==> src/rtl/ex_hazard_ctrl.sv <==
// EX-stage hazard controller: in-flight destination scoreboard, load-use stalls,
// taken-branch flushes and registered operand-forwarding selects (EX_FORWARD_EN).
module ex_hazard_ctrl #(
  parameter int REG_ADDR_W = 5,
  parameter int CNT_W      = 32
) (
  input  logic                  clk,
  input  logic                  rst,
  input  logic                  id_valid,
  input  logic [REG_ADDR_W-1:0] id_rs1,
  input  logic [REG_ADDR_W-1:0] id_rs2,
  input  logic                  id_uses_rs1,
  input  logic                  id_uses_rs2,
  input  logic [REG_ADDR_W-1:0] id_rd,
  input  logic                  id_reg_write,
  input  logic                  id_mem_read,
  input  logic                  ex_branch_taken,
  output logic                  stall_if_id,
  output logic                  flush_if_id,
  output logic                  bubble_id_ex,
  output logic [1:0]            fwd_a,
  output logic [1:0]            fwd_b,
  output logic [CNT_W-1:0]      stall_cnt,
  output logic [CNT_W-1:0]      flush_cnt
);

  typedef struct packed {
    logic                  valid;
    logic [REG_ADDR_W-1:0] rd;
    logic                  reg_write;
    logic                  mem_read;
  } slot_t;

  localparam logic [1:0] FWD_RF  = 2'b00;
  localparam logic [1:0] FWD_WB  = 2'b01;
  localparam logic [1:0] FWD_MEM = 2'b10;

  slot_t ex_reg, mem_reg, wb_reg, ex_next;

  logic ex_m1, ex_m2, mem_m1, mem_m2;
  logic hazard, stall, flush, bubble, advance;

  logic [CNT_W-1:0] stall_cnt_reg, flush_cnt_reg;

  // x0 is hardwired zero, so it never produces a dependency.
  function automatic logic slot_match(input slot_t s, input logic [REG_ADDR_W-1:0] rs,
                                      input logic uses);
    return s.valid && s.reg_write && (s.rd == rs) && (rs != '0) && uses;
  endfunction

  always_comb begin
    ex_m1  = slot_match(ex_reg,  id_rs1, id_uses_rs1);
    ex_m2  = slot_match(ex_reg,  id_rs2, id_uses_rs2);
    mem_m1 = slot_match(mem_reg, id_rs1, id_uses_rs1);
    mem_m2 = slot_match(mem_reg, id_rs2, id_uses_rs2);
`ifdef EX_FORWARD_EN
    hazard = id_valid && ex_reg.mem_read && (ex_m1 || ex_m2);
`else
    hazard = id_valid && (ex_m1 || ex_m2 || mem_m1 || mem_m2);
`endif
    // The branch in EX is older than the ID instruction, so the flush wins.
    flush   = ex_branch_taken && !rst;
    stall   = hazard && !flush && !rst;
    bubble  = stall || flush;
    advance = id_valid && !bubble;

    ex_next = '0;
    if (advance) begin
      ex_next.valid     = 1'b1;
      ex_next.rd        = id_rd;
      ex_next.reg_write = id_reg_write;
      ex_next.mem_read  = id_mem_read;
    end
  end

  always_ff @(posedge clk or posedge rst) begin
    if (rst) begin
      ex_reg        <= '0;
      mem_reg       <= '0;
      wb_reg        <= '0;
      stall_cnt_reg <= '0;
      flush_cnt_reg <= '0;
    end else begin
      wb_reg  <= mem_reg;
      mem_reg <= ex_reg;
      ex_reg  <= ex_next;
      if (stall) stall_cnt_reg <= stall_cnt_reg + CNT_W'(1);
      if (flush) flush_cnt_reg <= flush_cnt_reg + CNT_W'(1);
    end
  end

`ifdef EX_FORWARD_EN
  logic [1:0] fwd_a_reg, fwd_b_reg;

  // Selects are captured as the instruction enters EX: today's EX producer
  // sits in MEM next cycle, today's MEM producer sits in WB.
  always_ff @(posedge clk or posedge rst) begin
    if (rst) begin
      fwd_a_reg <= FWD_RF;
      fwd_b_reg <= FWD_RF;
    end else if (advance) begin
      fwd_a_reg <= ex_m1 ? FWD_MEM : (mem_m1 ? FWD_WB : FWD_RF);
      fwd_b_reg <= ex_m2 ? FWD_MEM : (mem_m2 ? FWD_WB : FWD_RF);
    end else begin
      fwd_a_reg <= FWD_RF;
      fwd_b_reg <= FWD_RF;
    end
  end

  assign fwd_a = fwd_a_reg;
  assign fwd_b = fwd_b_reg;
`else
  assign fwd_a = FWD_RF;
  assign fwd_b = FWD_RF;
`endif

  assign stall_if_id  = stall;
  assign flush_if_id  = flush;
  assign bubble_id_ex = bubble;
  assign stall_cnt    = stall_cnt_reg;
  assign flush_cnt    = flush_cnt_reg;

endmodule

==> config.mk <==
export PLATFORM = sky130hd
export DESIGN_NAME = ex_hazard_ctrl
export DESIGN_NICKNAME = d
export VERILOG_FILES = /design/src/rtl/ex_hazard_ctrl.sv
export SDC_FILE = /design/constraint.sdc
export NUM_CORES = 1
export LEC_CHECK = 0
export ABC_AREA = 1
export CORE_UTILIZATION = 43
export CTS_BUF_LIST = sky130_fd_sc_hd__clkbuf_8 sky130_fd_sc_hd__clkbuf_16
export CTS_CLUSTER_DIAMETER = 60
export DETAILED_ROUTE_END_ITERATION = 6
export GPL_ROUTABILITY_DRIVEN = 0
export HOLD_SLACK_MARGIN = 0.06
export PLACE_DENSITY = 0.79
export SKIP_CTS_REPAIR_TIMING = 1
export SLEW_MARGIN = 20
export SYNTH_ARGS = -nofsm -noshare
export SYNTH_HDL_FRONTEND = slang
export SYNTH_SLANG_ARGS = --single-unit
==> constraint.sdc <==
create_clock -name clk -period 2.9 [get_ports clk]
set_clock_uncertainty 0.2 [all_clocks]
set_input_delay 0.725 -clock clk [delete_from_list [all_inputs] [get_ports clk]]
set_output_delay 0.725 -clock clk [all_outputs]
set_load 0.005 [all_outputs]
[Yosys cells after proc, flatten, opt, wreduce, memory -nomap -nowiden]
Cells that the tools add are included.
Storage, ports and cells
  bits in registers: 78
  input bits: 23
  output and inout port bits: 71
  logic and storage cells: 43
Cells by class
  $add $sub $neg: 2
  equal/unequal tests: 4
  multiplexer cells: 1
  reductions and logical operators: 28
Operator list (number)
  adder 32 x 1 -> 32 bit (second input constant): 2
  equality test 5 bit: 4
  logical AND 1 bit: 19
  nonzero test 5 bit: 2
  2-to-1 mux 8 bit: 1
  logical OR 1 bit: 4
  zero test 1 bit: 3

[Logic depth before layout (Yosys ltp)]
  depth after elaboration: 14
  mapped depth: 13
  gate-level depth less buffers: 13

[Least setup slack after synthesis]
No wires, ideal clock.
  path type: input to register
  start point: in rst
  end point: reg flush_cnt_reg[31] (netlist: flush_cnt[31])
  library setup time: 0.123 ns
  arrival: 2.744 ns
  required time: 2.577 ns
  setup slack: -0.166 ns
  stages on the path: 9
  path buffers: 0
  cell sequence: inv_2 -> nand2_4 -> nor2_4 -> nand3_4 -> nor2_4 -> nand2_4 -> nor2_4 -> nand4_1 -> xnor2_1
Between the ends
  cells in the longest elaborated chain, start to end: 2
Ends and longest elaborated chain
  start: declaration: line 8  | input logic rst,
  zero test 1 bit (no line)
  logical AND 1 bit: line 62  | flush = ex_branch_taken && !rst;
  end signal: assignment: line 88  | if (flush) flush_cnt_reg <= flush_cnt_reg + CNT_W'(1);
  end: declaration: line 43  | logic [CNT_W-1:0] stall_cnt_reg, flush_cnt_reg;
Every way passes these cells.
A chain may end at the register's enable or synchronous reset.

[Worst setup path after layout]
  start point: in ex_branch_taken
  end point: out stall_if_id
Between the ends
  cells in the longest elaborated chain, start to end: 4
Ends and longest elaborated chain
  start: declaration: line 17  | input logic ex_branch_taken,
  logical AND 1 bit: line 62
  zero test 1 bit: line 63  | stall = hazard && !flush && !rst;
  logical AND 1 bit (2 in a row): line 63
  end: declaration: line 18  | output logic stall_if_id,
Every way passes these cells.

==> impl_summary.md <==
Yosys
Of the post-synthesis cell area, the dominant cell type holds 0.459. Ranked by instance count, the synthesized netlist is headed by 153 x sky130_fd_sc_hd__nand2_1, 93 x sky130_fd_sc_hd__inv_1, 78 x sky130_fd_sc_hd__dfrtp_1. The synthesized design spends more area on one cell type than any other, namely sky130_fd_sc_hd__dfrtp_1.

Synthesis produced between 500 and 600 cells. The mean post-synth cell area is just under 8 um^2. The summed instance area of the synthesized netlist is 0.00426 mm^2. The leading cell type by number of instances after synthesis is sky130_fd_sc_hd__nand2_1.

During synthesis, Yosys emitted a total of 0 warnings. The dominant register cell in the synthesized netlist is sky130_fd_sc_hd__dfrtp_1. In this run, synthesis inferred 0 flip-flops with an integrated enable. Ranked by total cell area, the synthesized netlist is headed by sky130_fd_sc_hd__dfrtp_1 46%, sky130_fd_sc_hd__nand2_1 13%, sky130_fd_sc_hd__inv_1 8.2%. The register bit count reported by yosys is a little under 80.

The sequential area share after synthesis is 0.459. Counting distinct cell types in the post-synthesis netlist gives 24. After synthesis, the share of flip-flops with an asynchronous set or reset is 1.00.

CTS
The clock sink total is 78. The tree is rooted in a sky130_fd_sc_hd__clkbuf_8. The number of buffers on the longest clock path is 2. Clock-pin slew was measured on the worst setup and hold paths at around 0.070 ns. Clock tree synthesis inserted a total of 9 buffers. The source-to-sink clock delay at the later pin of the worst-skew pair is about 0.34 ns. The number of H-tree levels is 3. The clock tree from TritonCTS is done.

Detailed routing
The routed layout has 3840 vias. The detailed-route wire length is around 10000 um. The remaining antenna violation count after routing is 0. The pre-antenna-repair detailed-routing pass consisted of 4 iterations. Dividing the detail-routed wire length by the instance count gives 12.7 um. For this block, the initial DRC count from the detailed router was between 150 and 200. Using the TritonRoute via totals, the vias-per-cell ratio works out to 4.84. The number of DRC violations after detailed routing is 0.

Layout
The area growth from synthesis to final layout is 31.9%. 0 antenna diodes ended up in the layout. In the final layout, the share of cells above drive strength 1 is 0.0994.

Once layout is complete, the utilization of the core stands at 0.596. The post-route non-filler standard cell count is slightly below 800. The count of nets after finishing is roughly 680.

Critical path
The critical path is of the in -> out type. In this run the critical register-to-register path is launched from stall_cnt[0]$_DFFE_PP0P_. The type of element capturing the critical path is an output pin. For the worst flop-to-flop path, the logic depth is 12.

The gate family responsible for the most delay along the worst path is buffers and inverters. The largest fanout on the critical path is 4. The data arrival time of the critical path is roughly 1.8 ns. For flop-to-flop paths, the worst setup slack is about 0.67 ns. For the worst setup path, the data required time is ~2.0 ns.

The worst reg2reg path endpoint is stall_cnt[22]$_DFFE_PP0P_. The delay of the slowest cell on the worst path is 0.47 ns. The critical path goes through clkdlybuf4s50_1, nor3_4, nand2_4, inv_2, dlymetal6s2s_1.

The worst-path cell with the longest stage delay is sky130_fd_sc_hd__clkdlybuf4s50_1. The nature of the critical path startpoint is an input port. The cell depth of the worst setup path is 5. The number of buffers and inverters on the critical path is 3.

Die
The floorplan has 35 rows. The area enclosed by the die boundary is slightly above 0.01 mm^2. The area of the placeable core is ~0.0094 mm^2. The number of I/O pins is between 90 and 100. The height of the chip is between 100 and 150 um. The starting density of the core is 0.452. The horizontal die dimension is between 100 and 150 um.

Pwr
The power per cell area is between 400 and 500 mW/mm^2. Total power for the finished layout comes to ~2.3 mW. Of the total power, the clock network draws 0.364. Internal power comes to approximately 1.7 mW.

For this design the static power due to leakage is a little under 3 nW. Of the total power, combinational logic draws 0.123. The worst IR drop on VDD is approximately 0.00026 V. Of the total power, registers draw 0.512. Of the total power, the share spent switching nets is 0.260. Summed over all nets, the switching power comes to between 0.6 and 0.7 mW.

Global routing
The number of antenna violations at the first check in global routing is 0. The wire length of the first global-routing pass is approximately 17000 um. The total overflow left after global routing is 0. The number of global-route vias before repair is between 3000 and 4000. The overall routing resource usage is 0.210. Entering global routing, the biggest net connects a little under 80 pins.

STA
The total count of hold-check failures in the final report was 0. The relative slew slack is 0.367. The post-route fraction of the period consumed by the critical path is 0.925. For this run, the top clock speed supported by timing is 0.373 GHz. The final number of setup-violating endpoints is 0. After routing, the total negative slack on setup checks comes to 0 ns.

The max-slew violation count is 0. The transition at the pin with the smallest max-transition slack is 0.950 ns. Counting I/O delays and the setup requirement, the final critical path takes about 2.7 ns. Setup repair after global routing left no endpoint under its margin.

Worst hold path
The worst hold path passes through 0 cells. The startpoint identified for the worst hold timing path is ex_reg[7]$_DFF_PP0_. For hold timing, the worst endpoint is mem_reg[7]$_DFF_PP0_. The path class of the lowest-slack min-delay path is reg -> reg.

Placed design
After legalization and detailed placement, the total HPWL measured approximately 7500 um. After detailed placement, the design holds a cell count of between 700 and 800. Port buffering added 88 buffers.

Run
The tool flagged a number of max-cap violations equal to 0.

Outcome
The run finished with clean final reports.
-- power by group through the flow --
stage	Combinational [mW]	Sequential [mW]	Clock, mW
floorplan	0.133	1.21	0
global placement	0.285	1.22	0
detailed placement	0.295	1.22	0
CTS	0.297	1.20	0.871
global route	0.330	1.21	0.920
finish	0.289	1.20	0.852
-- area by class of cell --
cell class,instances,area [um^2]
multi-input cells,370,1930
clock inverters,5,56.3
clock buffers,11,151
repair buffers,106,1000
flip-flops and latches,78,1950
well taps,129,161
inverters,94,355
fillers,863,3800
-- stage by stage --
stage / worst slack (ns) / hold WS, ns / area, um^2
2_1_floorplan: 0.241 / 0.154 / 4270
3_3_place_gp: -0.571 / 0.156 / 5390
3_5_place_dp: -0.601 / 0.164 / 5390
4_1_cts: -0.607 / 0.180 / 5600
5_1_grt: 0.108 / 0.191 / 5610
6_report: 0.217 / 0.181 / 5610
-- worst max-delay path by stage --
| stage | startpoint | to | slack [ns] |
|---|---|---|---|
| finish | ex_branch_taken | stall_if_id | 0.22 |
| global route | id_rs1[0] | bubble_id_ex | 0.11 |
| CTS | id_rs1[3] | stall_if_id | -0.61 |
| detailed placement | id_rs1[3] | stall_if_id | -0.60 |
| global placement | id_rs2[3] | stall_if_id | -0.57 |
| floorplan | rst | flush_cnt[31]$_DFFE_PP0P_ | 0.24 |
-- layout by cell type (no fill, tap or decap), types with 17 or more instances in the layout --
| cell type | instances |
|---|---|
| sky130_fd_sc_hd__buf_4 | 18 |
| sky130_fd_sc_hd__nand3_1 | 38 |
| sky130_fd_sc_hd__nand4_1 | 22 |
| sky130_fd_sc_hd__clkdlybuf4s50_1 | 75 |
| sky130_fd_sc_hd__nor3_1 | 17 |
| sky130_fd_sc_hd__nor2_1 | 52 |
| sky130_fd_sc_hd__xor2_1 | 25 |
| sky130_fd_sc_hd__xnor2_1 | 28 |
| sky130_fd_sc_hd__nand2_1 | 152 |
| sky130_fd_sc_hd__dfrtp_1 | 78 |
| sky130_fd_sc_hd__inv_1 | 85 |
-- logic make-up (layout without fill, tap and decap cells) --
| group | count (synthesis) | count (layout) | share of synthesized area |
|---|---|---|---|
| simple gates | 304 | 304 | 0.323 |
| buf+inv | 102 | 216 | 0.0941 |
| flops | 78 | 78 | 0.459 |
| xor+xnor | 53 | 53 | 0.109 |
| compound gates | 7 | 7 | 0.00823 |
| fa+ha+maj | 2 | 2 | 0.00588 |
| other cells | 1 | 4 | 0.000881 |
-- metal layers --
layer	vias to the layer above	track usage	wire length (um)
met4	0	0.0680	160
met3	16	0.0614	684
met2	134	0.358	4920
li1	1897	-	-
met5	-	0	0
met1	1793	0.255	4270
Note: power is estimated with default switching activity, not from simulation.
